$ cat src/rtl/snd_mailbox_if.sv
// Bus bundle between the main-CPU write side, the sound-CPU read side and
// the snd_mailbox FIFOs. The mailbox uses the slave view; the CPUs (or a
// bench standing in for them) use the master view.
interface snd_mailbox_if #(
    parameter int WIDTH    = 8,
    parameter int CHANNELS = 2
);
    localparam int CW = (CHANNELS > 1) ? $clog2(CHANNELS) : 1;

    // main CPU write side
    logic                mcpu_wr;
    logic [CW-1:0]       mcpu_ch;
    logic [WIDTH-1:0]    mcpu_din;
    logic                mcpu_clr_ovf;
    // sound CPU read side
    logic                scpu_rd;
    logic [CW-1:0]       scpu_ch;
    logic [WIDTH-1:0]    scpu_dout;
    logic                scpu_irq_ack;
    logic                scpu_irq;
    // status flags
    logic [CHANNELS-1:0] empty;
    logic [CHANNELS-1:0] full;
    logic [CHANNELS-1:0] ovf;

    modport master (
        output mcpu_wr, mcpu_ch, mcpu_din, mcpu_clr_ovf,
        output scpu_rd, scpu_ch, scpu_irq_ack,
        input  scpu_dout, scpu_irq, empty, full, ovf
    );

    modport slave (
        input  mcpu_wr, mcpu_ch, mcpu_din, mcpu_clr_ovf,
        input  scpu_rd, scpu_ch, scpu_irq_ack,
        output scpu_dout, scpu_irq, empty, full, ovf
    );
endinterface

$ cat src/rtl/snd_mailbox.sv
// Command mailbox from the main CPU to the sound CPU: CHANNELS independent
// first-word-fall-through FIFOs of DEPTH x WIDTH, per-channel empty/full/
// sticky-overflow flags and a selectable interrupt toward the sound CPU.
// DEPTH=1 with OVERWRITE=1 behaves like the old single-byte sound latch.
module snd_mailbox #(
    parameter int WIDTH     = 8,
    parameter int DEPTH     = 4,
    parameter int CHANNELS  = 2,
    parameter int OVERWRITE = 0,
    parameter int IRQ_MODE  = 0
) (
    input  logic           clk_sys,
    input  logic           rst_n,
    snd_mailbox_if.slave   bus
);
    localparam int CW = (CHANNELS > 1) ? $clog2(CHANNELS) : 1;
    localparam int PW = (DEPTH > 1) ? $clog2(DEPTH) : 1;
    localparam int NW = $clog2(DEPTH + 1);
    // Storage is sized to the full pointer range so a 1-bit pointer on a
    // DEPTH=1 channel never indexes past the array; the spare slot is unused.
    localparam int MEM_D = 1 << PW;
    localparam logic [PW-1:0] PTR_LAST = PW'(DEPTH - 1);
    localparam logic [NW-1:0] CNT_FULL = NW'(DEPTH);

    logic [WIDTH-1:0]    mem_q    [CHANNELS][MEM_D];
    logic [PW-1:0]       wr_ptr_q [CHANNELS];
    logic [PW-1:0]       wr_ptr_d [CHANNELS];
    logic [PW-1:0]       rd_ptr_q [CHANNELS];
    logic [PW-1:0]       rd_ptr_d [CHANNELS];
    logic [NW-1:0]       cnt_q    [CHANNELS];
    logic [NW-1:0]       cnt_d    [CHANNELS];
    logic [WIDTH-1:0]    last_q   [CHANNELS];
    logic [WIDTH-1:0]    last_d   [CHANNELS];
    logic [CHANNELS-1:0] ovf_q, ovf_d;
    logic                irq_q, irq_d;

    logic [CHANNELS-1:0] wr_hit, rd_hit, clr_hit;
    logic [CHANNELS-1:0] is_empty, is_full;
    logic [CHANNELS-1:0] pop_ok, push_ok, push_drop, push_ovw;
    logic [WIDTH-1:0]    dout;

    // Pointers wrap at DEPTH-1 back to 0.
    function automatic logic [PW-1:0] ptr_inc(input logic [PW-1:0] p);
        return (p == PTR_LAST) ? '0 : p + PW'(1);
    endfunction

    function automatic logic [PW-1:0] ptr_dec(input logic [PW-1:0] p);
        return (p == '0) ? PTR_LAST : p - PW'(1);
    endfunction

    // Decode strobes per channel and classify each push/pop; an out-of-range
    // channel index matches no channel and so has no effect.
    always_comb begin
        wr_hit    = '0;
        rd_hit    = '0;
        clr_hit   = '0;
        is_empty  = '0;
        is_full   = '0;
        pop_ok    = '0;
        push_ok   = '0;
        push_drop = '0;
        push_ovw  = '0;
        for (int c = 0; c < CHANNELS; c++) begin
            wr_hit[c]    = bus.mcpu_wr      && (bus.mcpu_ch == CW'(c));
            rd_hit[c]    = bus.scpu_rd      && (bus.scpu_ch == CW'(c));
            clr_hit[c]   = bus.mcpu_clr_ovf && (bus.mcpu_ch == CW'(c));
            is_empty[c]  = (cnt_q[c] == '0);
            is_full[c]   = (cnt_q[c] == CNT_FULL);
            pop_ok[c]    = rd_hit[c] && !is_empty[c];
            // a pop in the same cycle frees the slot, so a full channel still accepts
            push_ok[c]   = wr_hit[c] && (!is_full[c] || pop_ok[c]);
            push_drop[c] = wr_hit[c] && is_full[c] && !pop_ok[c];
            push_ovw[c]  = (OVERWRITE != 0) && push_drop[c];
        end
    end

    // Next-state for pointers, counts, last-read values and overflow flags.
    always_comb begin
        for (int c = 0; c < CHANNELS; c++) begin
            wr_ptr_d[c] = wr_ptr_q[c];
            rd_ptr_d[c] = rd_ptr_q[c];
            cnt_d[c]    = cnt_q[c];
            last_d[c]   = last_q[c];
            ovf_d[c]    = ovf_q[c];
            if (push_ok[c]) begin
                wr_ptr_d[c] = ptr_inc(wr_ptr_q[c]);
            end
            if (pop_ok[c]) begin
                rd_ptr_d[c] = ptr_inc(rd_ptr_q[c]);
                last_d[c]   = mem_q[c][rd_ptr_q[c]];
            end
            if (push_ok[c] && !pop_ok[c]) begin
                cnt_d[c] = cnt_q[c] + NW'(1);
            end else if (!push_ok[c] && pop_ok[c]) begin
                cnt_d[c] = cnt_q[c] - NW'(1);
            end
            // clear first so a same-cycle overflow wins
            if (clr_hit[c]) begin
                ovf_d[c] = 1'b0;
            end
            if (push_drop[c]) begin
                ovf_d[c] = 1'b1;
            end
        end
    end

    // Interrupt next-state for the selected mode.
    always_comb begin
        irq_d = 1'b0;
        case (IRQ_MODE)
            1:       irq_d = |(~is_empty);
            2:       irq_d = (|wr_hit) ? 1'b1 : (bus.scpu_irq_ack ? 1'b0 : irq_q);
            default: irq_d = |(push_ok | push_ovw);
        endcase
    end

    // Head of the selected channel, or its last popped value once drained.
    always_comb begin
        dout = '0;
        for (int c = 0; c < CHANNELS; c++) begin
            if (bus.scpu_ch == CW'(c)) begin
                dout = is_empty[c] ? last_q[c] : mem_q[c][rd_ptr_q[c]];
            end
        end
    end

    // Control state: pointers, counts, last-read, flags and interrupt.
    always_ff @(posedge clk_sys or negedge rst_n) begin
        if (!rst_n) begin
            for (int c = 0; c < CHANNELS; c++) begin
                wr_ptr_q[c] <= '0;
                rd_ptr_q[c] <= '0;
                cnt_q[c]    <= '0;
                last_q[c]   <= '0;
            end
            ovf_q <= '0;
            irq_q <= 1'b0;
        end else begin
            for (int c = 0; c < CHANNELS; c++) begin
                wr_ptr_q[c] <= wr_ptr_d[c];
                rd_ptr_q[c] <= rd_ptr_d[c];
                cnt_q[c]    <= cnt_d[c];
                last_q[c]   <= last_d[c];
            end
            ovf_q <= ovf_d;
            irq_q <= irq_d;
        end
    end

    // Entry storage; a push into a full channel in overwrite mode replaces
    // the newest entry, which sits just behind the write pointer.
    always_ff @(posedge clk_sys) begin
        for (int c = 0; c < CHANNELS; c++) begin
            if (push_ok[c]) begin
                mem_q[c][wr_ptr_q[c]] <= bus.mcpu_din;
            end else if (push_ovw[c]) begin
                mem_q[c][ptr_dec(wr_ptr_q[c])] <= bus.mcpu_din;
            end
        end
    end

    assign bus.scpu_dout = dout;
    assign bus.scpu_irq  = irq_q;
    assign bus.empty     = is_empty;
    assign bus.full      = is_full;
    assign bus.ovf       = ovf_q;

endmodule

$ cat src/flat_wrapper.sv
// flat-port wrapper written by rule: the top's interface ports become plain ports
module snd_mailbox_flat 
#(
    parameter int WIDTH     = 8,
    parameter int DEPTH     = 4,
    parameter int CHANNELS  = 2,
    parameter int OVERWRITE = 0,
    parameter int IRQ_MODE  = 0
)
  (clk_sys, rst_n, bus_mcpu_wr, bus_mcpu_ch, bus_mcpu_din, bus_mcpu_clr_ovf, bus_scpu_rd, bus_scpu_ch, bus_scpu_irq_ack, bus_scpu_dout, bus_scpu_irq, bus_empty, bus_full, bus_ovf);
  snd_mailbox_if #(.WIDTH(WIDTH), .CHANNELS(CHANNELS)) bus_i ();
  input  logic clk_sys;
  input  logic rst_n;
  input wire logic [$bits(bus_i.mcpu_wr)-1:0] bus_mcpu_wr;
  input wire logic [$bits(bus_i.mcpu_ch)-1:0] bus_mcpu_ch;
  input wire logic [$bits(bus_i.mcpu_din)-1:0] bus_mcpu_din;
  input wire logic [$bits(bus_i.mcpu_clr_ovf)-1:0] bus_mcpu_clr_ovf;
  input wire logic [$bits(bus_i.scpu_rd)-1:0] bus_scpu_rd;
  input wire logic [$bits(bus_i.scpu_ch)-1:0] bus_scpu_ch;
  input wire logic [$bits(bus_i.scpu_irq_ack)-1:0] bus_scpu_irq_ack;
  output wire logic [$bits(bus_i.scpu_dout)-1:0] bus_scpu_dout;
  output wire logic [$bits(bus_i.scpu_irq)-1:0] bus_scpu_irq;
  output wire logic [$bits(bus_i.empty)-1:0] bus_empty;
  output wire logic [$bits(bus_i.full)-1:0] bus_full;
  output wire logic [$bits(bus_i.ovf)-1:0] bus_ovf;
  assign bus_i.mcpu_wr = bus_mcpu_wr;
  assign bus_i.mcpu_ch = bus_mcpu_ch;
  assign bus_i.mcpu_din = bus_mcpu_din;
  assign bus_i.mcpu_clr_ovf = bus_mcpu_clr_ovf;
  assign bus_i.scpu_rd = bus_scpu_rd;
  assign bus_i.scpu_ch = bus_scpu_ch;
  assign bus_i.scpu_irq_ack = bus_scpu_irq_ack;
  assign bus_scpu_dout = bus_i.scpu_dout;
  assign bus_scpu_irq = bus_i.scpu_irq;
  assign bus_empty = bus_i.empty;
  assign bus_full = bus_i.full;
  assign bus_ovf = bus_i.ovf;
  snd_mailbox #(.WIDTH(WIDTH), .DEPTH(DEPTH), .CHANNELS(CHANNELS), .OVERWRITE(OVERWRITE), .IRQ_MODE(IRQ_MODE)) u_core (.clk_sys(clk_sys), .rst_n(rst_n), .bus(bus_i));
endmodule
$ cat config.mk
export PLATFORM = sky130hd
export DESIGN_NAME = snd_mailbox_flat
export DESIGN_NICKNAME = d
export VERILOG_FILES = /design/src/rtl/snd_mailbox_if.sv /design/src/rtl/snd_mailbox.sv /design/src/flat_wrapper.sv
export SDC_FILE = /design/constraint.sdc
export NUM_CORES = 1
export LEC_CHECK = 0
export ABC_AREA = 1
export BUFFER_PORTS_ARGS = -buffer_cell sky130_fd_sc_hd__buf_4
export CAP_MARGIN = 20
export CORE_MARGIN = 3
export CORE_UTILIZATION = 40
export DETAILED_ROUTE_END_ITERATION = 12
export PLACE_DENSITY = 0.63
export RECOVER_POWER = 25
export SYNTH_ARGS = -nofsm -noshare
export SYNTH_HDL_FRONTEND = slang
export SYNTH_SLANG_ARGS = --single-unit
$ cat constraint.sdc
create_clock -name clk_sys -period 4.65 [get_ports clk_sys]
set_input_delay 0.6975 -clock clk_sys [delete_from_list [all_inputs] [get_ports clk_sys]]
set_output_delay 0.6975 -clock clk_sys [all_outputs]
set_load 0.01 [all_outputs]
Yosys cells after proc, flatten, opt, wreduce, memory -nomap -nowiden
Memory sizes are Yosys's and may differ from the RTL's.
Index checks and enable logic that the tools add are counted.
{ "word_totals": {"ff_bits": 33, "memories": 1, "wordCells": 108, "inputBits": 16, "ramBits": 64, "output_inout_bits": 15} }
{ "memory_table": {"columns": ["name", "depth", "width", "rd", "rd_clocked_by_memory_dff", "wr", "line", "text"], "rows": [
  ["u_core.mem_q", 2, 32, 2, 0, 1, "snd_mailbox.sv:25", "logic [WIDTH-1:0] mem_q [CHANNELS][MEM_D];"]
]} }
{ "classes": {"n_reduce_logical": 38, "order_cmp": 6, "n_eq_ne": 6, "n_addsub": 8, "n_mux": 32, "n_bitwise": 6} }
{ "op_table": {"columns": ["cell", "n"], "rows": [
  ["$mux 32", 4],
  ["$mux 8", 9],
  ["$bmux 8 s2", 2],
  ["$demux 8 s2", 2],
  ["$reduce_or 32->1", 1],
  ["$logic_and 1x1->1", 20],
  ["$ge 3x3->1 const B", 4],
  ["$mux 3", 4],
  ["$not 2->3", 4],
  ["$add 2x1->2 const B", 4],
  ["$eq 2x2->1 const B", 4],
  ["$logic_not 1->1", 8],
  ["$mux 2", 4],
  ["$reduce_bool 2->1", 4],
  ["$mux 1", 7],
  ["$add 3x1->3 const B", 2],
  ["$eq 3x3->1 const B", 2],
  ["$logic_not 3->1", 2],
  ["$lt 3x1->1 const B", 2],
  ["$sub 3x1->3 const B", 2],
  ["$logic_or 1x1->1", 2],
  ["$not 1->1", 2],
  ["$reduce_or 2->1", 1]
]} }

Longest topological paths before layout
Gate-level depths: netlist of the first run.
{ "logic_depth": {"word_depth": 9, "mapped_depth": 13, "ltp_nobuf": 12} }

Worst setup path after synthesis of the first run
Ideal clock, no wire load.
{ "synth_path": {"kind": "input -> register", "from": "input bus_scpu_ch", "to": "register u_core.cnt_q[2] (netlist name)", "arrival_ns": 2.115, "path_stages": 11, "required_time_ns": 4.527, "slack_ns": 2.413, "setup_ns": 0.123, "n_path_buf": 1, "cell_sequence": "buf_2 -> nand2_1 -> nand2_1 -> nand2_2 -> inv_2 -> ha_1 -> inv_1 -> fa_1 -> nand2_1 -> nand3_1 -> xor2_1"} }
{ "synth_via": {"elab_chain_len": 7, "word_cells_on_any_way": 10, "classes_between": "mux: 1; reduce/logical: 9"} }
{ "synth_lines": {"columns": ["element", "line", "text"], "rows": [
  ["from (decl)", "flat_wrapper.sv:19", "input wire logic [$bits(bus_i.scpu_ch)-1:0] bus_scpu_ch;"],
  ["$logic_and 1x1->1 *", "snd_mailbox.sv:65", "rd_hit[c] = bus.scpu_rd && (bus.scpu_ch == CW'(c));"],
  ["$logic_and 1x1->1 *", "snd_mailbox.sv:69", "pop_ok[c] = rd_hit[c] && !is_empty[c];"],
  ["$logic_or 1x1->1 *", "snd_mailbox.sv:71", "push_ok[c] = wr_hit[c] && (!is_full[c] || pop_ok[c]);"],
  ["$logic_and 1x1->1 *", "snd_mailbox.sv:71", null],
  ["named net u_core.push_ok[1]", "snd_mailbox.sv:39", "logic [CHANNELS-1:0] pop_ok, push_ok, push_drop, push_ovw;"],
  ["$logic_not 1->1", "snd_mailbox.sv:94", "end else if (!push_ok[c] && pop_ok[c]) begin"],
  ["$logic_and 1x1->1", "snd_mailbox.sv:94", null],
  ["$reduce_bool 2->1 (no source line)", null, null],
  ["to (signal, indexed assignment)", "snd_mailbox.sv:142", "cnt_q[c] <= cnt_d[c];"],
  ["to (decl)", "snd_mailbox.sv:30", "logic [NW-1:0] cnt_q [CHANNELS];"]
]} }
Mark *: on every way through the listed nets, which the timed path passes. The rest lies on a longest branch.
A chain may end at the register's enable or synchronous reset.

Final worst setup path of the first run
{ "layout_path": {"from": "register u_core.rd_ptr_q[2] (netlist name)", "to": "output bus_scpu_dout[7]"} }
{ "layout_via": {"elab_chain_len": 6} }
{ "layout_lines": {"columns": ["element", "line", "text"], "rows": [
  ["from (decl)", "snd_mailbox.sv:28", "logic [PW-1:0] rd_ptr_q [CHANNELS];"],
  ["from (signal, indexed assignment)", "snd_mailbox.sv:141", "rd_ptr_q[c] <= rd_ptr_d[c];"],
  ["$not 2->3 (implied by the code)", "snd_mailbox.sv:122", "dout = is_empty[c] ? last_q[c] : mem_q[c][rd_ptr_q[c]];"],
  ["$bmux 8 s2", "snd_mailbox.sv:122", null],
  ["$mux 8 (implied by the code) (2 in series)", "snd_mailbox.sv:122", null],
  ["$mux 8", "snd_mailbox.sv:122", null],
  ["$mux 8", "snd_mailbox.sv:121", "if (bus.scpu_ch == CW'(c)) begin"],
  ["to (decl)", "flat_wrapper.sv:21", "output wire logic [$bits(bus_i.scpu_dout)-1:0] bus_scpu_dout;"]
]} }
No other way between the ends. The select of a mux whose other input is x is not followed.

==> run metrics, run 1 <==
synth unique cells=27; post-DP HPWL=6320 µm; total gr overflow=0; worst-path fanout max=19; clk_skew=0.0117 ns; post-CTS setup buffers=0; CTS tree=built; first-pass GRT wire length=roughly 15000 µm; Startpoint Class=register; CTS Buf Count=9; cell breakdown of the critical path=inv_2, nand2_1, nand3_1, nand2_1, nand2_1, nand2_1, nand2_1, buf_4; failing checks=max-capacitance violations, max-slew violations; Die Wd=around 110 µm; Post-CTS Resized=0; clock latency on the worst-skew pair=roughly 0.34 ns; crit-path max cell delay=~0.74 ns; fin crit share=approximately 60%; via count=just over 3000; kind of critical path=reg -> out; DRT iter0 DRCs=199; FF+latch count, synth=between 90 and 100; # diodes=0; Pleak=about 2.3 nW; Sum Neg Setup Slack=0 ns; post-route worst setup slack=1.85 ns; Rel. slew slack=-20.9%; run status=finished, violations left; CTS Root Cell=clkbuf_16; Tightest Pin Transition=approximately 1.8 ns; sequential area share after synthesis=around three fifths; RR Endpoint=u_core.cnt_q[2]; R2R Path Start=u_core.cnt_q[1]; largest net degree at the start of global routing=34; Hold Crit Class=reg -> reg; Pwr Density=slightly above 600 nW/µm²; HP Start=u_core.last_q[15]; Syn Std Cell Area=around 4600 µm²; P&R area growth vs syn=11.6%; min cycle time layout=around 2.8 ns; Routed wire per std cell=~14 µm; instance count of the mapped netlist=~460; CP dominant cell by count=nand2_1; final WL=9080 µm; CP max-delay cell=dfrtp_1; GR Util All Layers=between 10% and 20%; max-slew violations=34; Worst Path Arrival=between 2 and 2.5 ns; Top Ports=31; Placer Congestion=between 0.7 and 0.8; Critical path buffers and inverters=2; antenna violations before repair=0; RSZ-0062 raised after global routing=false; Routed Antenna Nets=0; Peak VDD IR=between 0.0003 and 0.0004 V; fill count=just over 1000; PortBufs=29; Setup-failing EPs final=0; delay-heaviest family, CP=flip-flops; die area=between 10000 and 15000 µm²; initial core utilization=a little over two fifths; Hold Fails Final Rpt=0; number of max-cap violations=1; Reg clk slew, reported paths=~0.07 ns; first-pass iteration count of the detailed router=4; final net count=between 500 and 600; worst hold margin=between 0.4 and 0.5 ns; Via density=~4.8; CP endpoint kind=output pin; fmax=approximately 0.36 GHz; commonest cells after routing, fill and taps aside=171 x nand2_1, 64 x edfxtp_1, 39 x inv_1, 39 x nand3_1, 33 x dfrtp_1; Rows=38; CTS Buffer Depth=2; DRC=0; Hold Buf Count CTS=0; worst reg-to-reg setup slack=~2.3 ns; fraction of layout instances using a drive strength above 1=around 15%; syn_area_per_cell=between 10 and 15 µm²; Data required, critical path=a little under 4 ns; Placement Setup Slack=around 2.0 ns; H-Tree Depth=3; hold path depth=2; Die Y=~110 µm; Worst Hold End=u_core.last_q[15]; most common cell after layout, fill and taps aside=nand2_1; clock sink count=97; core area=roughly 11000 µm²; synth warn=0; worst reg2reg path depth=10; net count after synthesis=approximately 490; number of global-route vias before repair=approximately 3000
-- registers in the layout, summed over array words and instances (netlist names) --
name	count
u_core.mem_q	64
u_core.last_q	16
u_core.cnt_q	6
u_core.rd_ptr_q	4
u_core.wr_ptr_q	4
u_core.bus.ovf	2
u_core.bus.scpu_irq	1
-- kinds of logic after synthesis --
family                     Yosys count  synth area share, %
xor gates and xnor gates             4                0.759
adders and majority gates           14                 4.12
DFF                                 97                 59.5
and+or+nand+nor                    261                 25.6
AOI/OAI and AO/OA                   22                 3.28
buffers and inverters               63                 6.72
-- metrics by stage --
step / cell area, µm² / total power (W) / util (%) / cells
final: 5150 / 0.00321 / 46.5 / 631
after global routing: 5150 / 0.00348 / 46.5 / 631
after CTS: 5170 / 0.00324 / 46.7 / 631
after detailed placement: 4880 / 0.00251 / 44.0 / 615
after global placement: 4880 / 0.00247 / 44.0 / 615
after floorplan: 4620 / 0.00216 / - / 461
-- cells in the mapped netlist --
master | instances | area share, %
nand2_2 | 9 | 1.2
xnor2_1 | 2 | 0.38
ha_1 | 12 | 3.3
nand2_4 | 3 | 0.73
edfxtp_1 | 64 | 42
buf_4 | 2 | 0.33
nand3_4 | 1 | 0.38
nor3_2 | 2 | 0.43
inv_2 | 9 | 0.73
inv_1 | 39 | 3.2
a21oi_2 | 4 | 0.76
xor2_1 | 2 | 0.38
o21ai_2 | 7 | 1.3
buf_12 | 1 | 0.43
nand3_1 | 39 | 4.2
buf_6 | 6 | 1.5
buf_2 | 4 | 0.43
nand2_1 | 171 | 14
dfrtp_1 | 33 | 18
nand3b_1 | 16 | 2.6
o21ai_0 | 1 | 0.11
nor2_4 | 2 | 0.49
fa_1 | 2 | 0.87
nor2_1 | 17 | 1.4
o21ai_1 | 10 | 1.1
nand3_2 | 1 | 0.22
clkbuf_1 | 2 | 0.16
-- worst max-delay path by stage --
stage	start	to	slack, ns	cells after the start
global placement	bus_scpu_ch	u_core.cnt_q[5]	2.10	12
global route	u_core.rd_ptr_q[0]	bus_scpu_dout[0]	1.59	8
CTS	u_core.rd_ptr_q[2]	bus_scpu_dout[7]	1.83	8
detailed placement	bus_scpu_ch	u_core.cnt_q[5]	2.04	12
finish	u_core.rd_ptr_q[2]	bus_scpu_dout[7]	1.85	8
floorplan	bus_scpu_ch	u_core.cnt_q[2]	2.41	11
-- worst min-delay path: cells and delay by family, from the launching register on --
family | cells | cell delay (ns)
AOI/OAI and AO/OA | 1 | 0.04
and+or+nand+nor | 1 | 0.06
DFF | 1 | 0.35
-- report_power, final --
part | switching [W] | total [W] | internal, W
clock | 0.000344 | 0.000723 | 0.000379
combinational | 0.000742 | 0.00118 | 0.000439
sequential | 0.000187 | 0.00130 | 0.00112
total | 0.00127 | 0.00321 | 0.00193
-- layout make-up --
type	count	area, µm²	area share [%]
clock buffers	9	225	4.37
inverters	48	180	3.50
flip-flops and latches	97	2750	53.3
well taps	140	175	3.40
clock inverters	7	71.3	1.38
multi-input cells	301	1560	30.2
repair buffers	29	195	3.79
-- routing by layer --
layer | vias to the layer above | part of all wire (%) | track usage (%) | wire (µm)
li1 | 1541 | - | - | -
met1 | 1426 | 50 | 21.9 | 4570
met2 | 50 | 46 | 23.4 | 4150
met3 | 5 | 3.7 | 3.71 | 333
met4 | 0 | 0.28 | 3.13 | 25
met5 | - | 0 | 0 | 0
No activity file was read; power rests on OpenSTA's default activity.
==> run 2, diff against run 1 <==
==> constraint.sdc (replaced) <==
create_clock -name clk_sys -period 2.8 [get_ports clk_sys]
set_input_delay 0.42 -clock clk_sys [delete_from_list [all_inputs] [get_ports clk_sys]]
set_output_delay 0.42 -clock clk_sys [all_outputs]
set_load 0.01 [all_outputs]
==> run 2 against run 1 <==
Compared with the run above:
- the flow still finishes with violations (max-capacitance violations, max-slew violations)
- sequential share of layout area is 0.61 points lower
- largest power group unchanged
- die area is the same
- critical endpoint is now bus_scpu_dout[2]
- global-route usage is 0.063 points lower
==> run metrics, run 2 (synthesis gave the netlist of run 1 again) <==
crit path from=u_core.rd_ptr_q[3] (was u_core.rd_ptr_q[2]); fill count=1055 (was 1017); Die Y=113 µm (unchanged); fin crit share=between 70% and 80%; clock sink count=97 (unchanged); H-Tree Depth=3 (unchanged); initial core utilization=41.7% (unchanged); post-DP HPWL=6320 µm (about the same); Pleak=2.37 nW (was 2.33 nW); Hold Fails Final Rpt=0 (unchanged); Hold Crit Class=in -> reg (was reg -> reg); area of the multi-input gates=1560 µm² (unchanged); Die Wd=113 µm (unchanged); Startpoint Class=register (unchanged); storage element area=2750 µm² (unchanged); Pwr Density=1020 nW/µm² (was 622 nW/µm²); Reg clk slew, reported paths=0.07 ns (about the same); first-pass GRT wire length=15000 µm (was 15300 µm); P&R area growth vs syn=12.9% (was 11.6%); HP Start=bus_mcpu_din[7] (was u_core.last_q[15]); Routed Antenna Nets=0 (unchanged); fmax=0.466 GHz; Hold Buf Count CTS=0 (unchanged); GR Util All Layers=15.1% (was 15.2%); Rel. slew slack=-21.1% (was -20.9%); total design power=0.00533 W (was 0.00321 W); Rows=38 (unchanged); # diodes=0 (unchanged); kind of critical path=reg -> out (unchanged); R2R Path Start=u_core.cnt_q[2] (was u_core.cnt_q[1]); max-slew violations=34 (unchanged); commonest cells after routing, fill and taps aside=171 x nand2_1, 64 x edfxtp_1, 39 x inv_1, 39 x nand3_1, 34 x buf_4 (was 171 x nand2_1, 64 x edfxtp_1, 39 x inv_1, 39 x nand3_1, 33 x dfrtp_1); Post-CTS Resized=0 (unchanged); RSZ-0062 raised after global routing=false (unchanged); DRT iter0 DRCs=220 (was 199); Routed wire per std cell=14.4 µm (about the same); CTS Root Cell=clkbuf_16 (unchanged); clock latency on the worst-skew pair=0.34 ns (about the same); post-placement cell count=626 (was 615); largest net degree at the start of global routing=34 (unchanged); min cycle time layout=between 2 and 2.5 ns; Peak VDD IR=0.000505 V (was 0.000327 V); number of max-cap violations=1 (unchanged); antenna violations before repair=0 (unchanged); PortBufs=29 (unchanged); Placer Congestion=0.796 (was 0.792); total gr overflow=0 (unchanged); CTS tree=built (unchanged); DRC=0 (unchanged); via count=3056 (was 3022); worst-path fanout max=10 (was 19); final net count=527 (was 516); fraction of layout instances using a drive strength above 1=17.2% (was 15.5%); CP endpoint kind=output pin (unchanged); Setup-failing EPs final=0 (unchanged); CTS Buf Count=9 (unchanged); CTS Buffer Depth=2 (unchanged); core area=11100 µm² (unchanged); Top Ports=31 (unchanged); final WL=9220 µm (was 9080 µm); number of global-route vias before repair=2930 (was 3037); die area=12900 µm² (unchanged); Via density=4.77 (was 4.79); run status=finished, violations left (unchanged); post-CTS setup buffers=0 (unchanged); Data required, critical path=2.38 ns (was 3.95 ns); Largest register FFs=64 (unchanged); first-pass iteration count of the detailed router=4 (unchanged); most common cell after layout, fill and taps aside=nand2_1 (unchanged); Worst Path Arrival=1.72 ns (was 2.10 ns); Post-Layout Cell Count=641 (was 631); Sum Neg Setup Slack=0 ns (unchanged); Tightest Pin Transition=1.82 ns (was 1.81 ns); clk_skew=0.0102 ns (was 0.0117 ns); failing checks=max-capacitance violations, max-slew violations (unchanged)
==> run 2: report_power, final <==
part / internal [W] / switching, W
sequential: 0.00185 / 0.000240
combinational: 0.000768 / 0.00132
clock: 0.000610 / 0.000542
==> run 2: metal layers <==
| metal | up-vias | GRT usage [%] | wire length, µm |
|---|---|---|---|
| li1 | 1561 | - | - |
| met1 | 1429 | 21.5 | 4550 |
| met2 | 62 | 23.5 | 4150 |
| met3 | 4 | 4.19 | 480 |
| met4 | 0 | 2.88 | 44 |
| met5 | - | 0 | 0 |
==> run 2: through the flow <==
| step | worst slack, ns | hold WS [ns] | utilization, % | area (µm²) |
|---|---|---|---|---|
| floorplan | 0.749 | 0.124 | - | 4620 |
| finish | 0.656 | 0.334 | 47.1 | 5210 |
| global placement | 0.552 | 0.397 | 44.8 | 4960 |
| detailed placement | 0.525 | 0.400 | 44.8 | 4960 |
| global route | 0.517 | 0.324 | 47.1 | 5210 |
| CTS | 0.628 | 0.0292 | 47.3 | 5240 |
==> run 2: worst paths after layout <==
| kind | to | cells past startpoint | slack [ns] |
|---|---|---|---|
| max | bus_scpu_dout[2] | 7 | 0.66 |
| min | u_core.mem_q[0][55] | 1 | 0.33 |
| max reg2reg | u_core.cnt_q[2] | 11 | 0.67 |
| min reg2reg | u_core.last_q[9] | 2 | 0.48 |
| max in group asynchronous | u_core.rd_ptr_q[2] | 1 | 1.18 |
| min in group asynchronous | u_core.cnt_q[0] | 1 | 0.56 |
==> run 2: cell type report <==
cell class,instances,area share (%)
Clock buffer,9,4.32
Clock inverter,6,0.936
Inverter,48,3.46
Multi-Input combinational cell,301,29.9
Sequential cell,97,52.7
Tap cell,140,3.36
Timing Repair Buffer,40,5.33
==> run 2: critical path, cell delays in order, from the launching register on <==
cell and delay (ns):
dfrtp_1 0.52, inv_2 0.23, nand3_1 0.11, nand2_1 0.17, nand2_1 0.07, nand2_1 0.08, nand2_1 0.07, buf_4 0.14
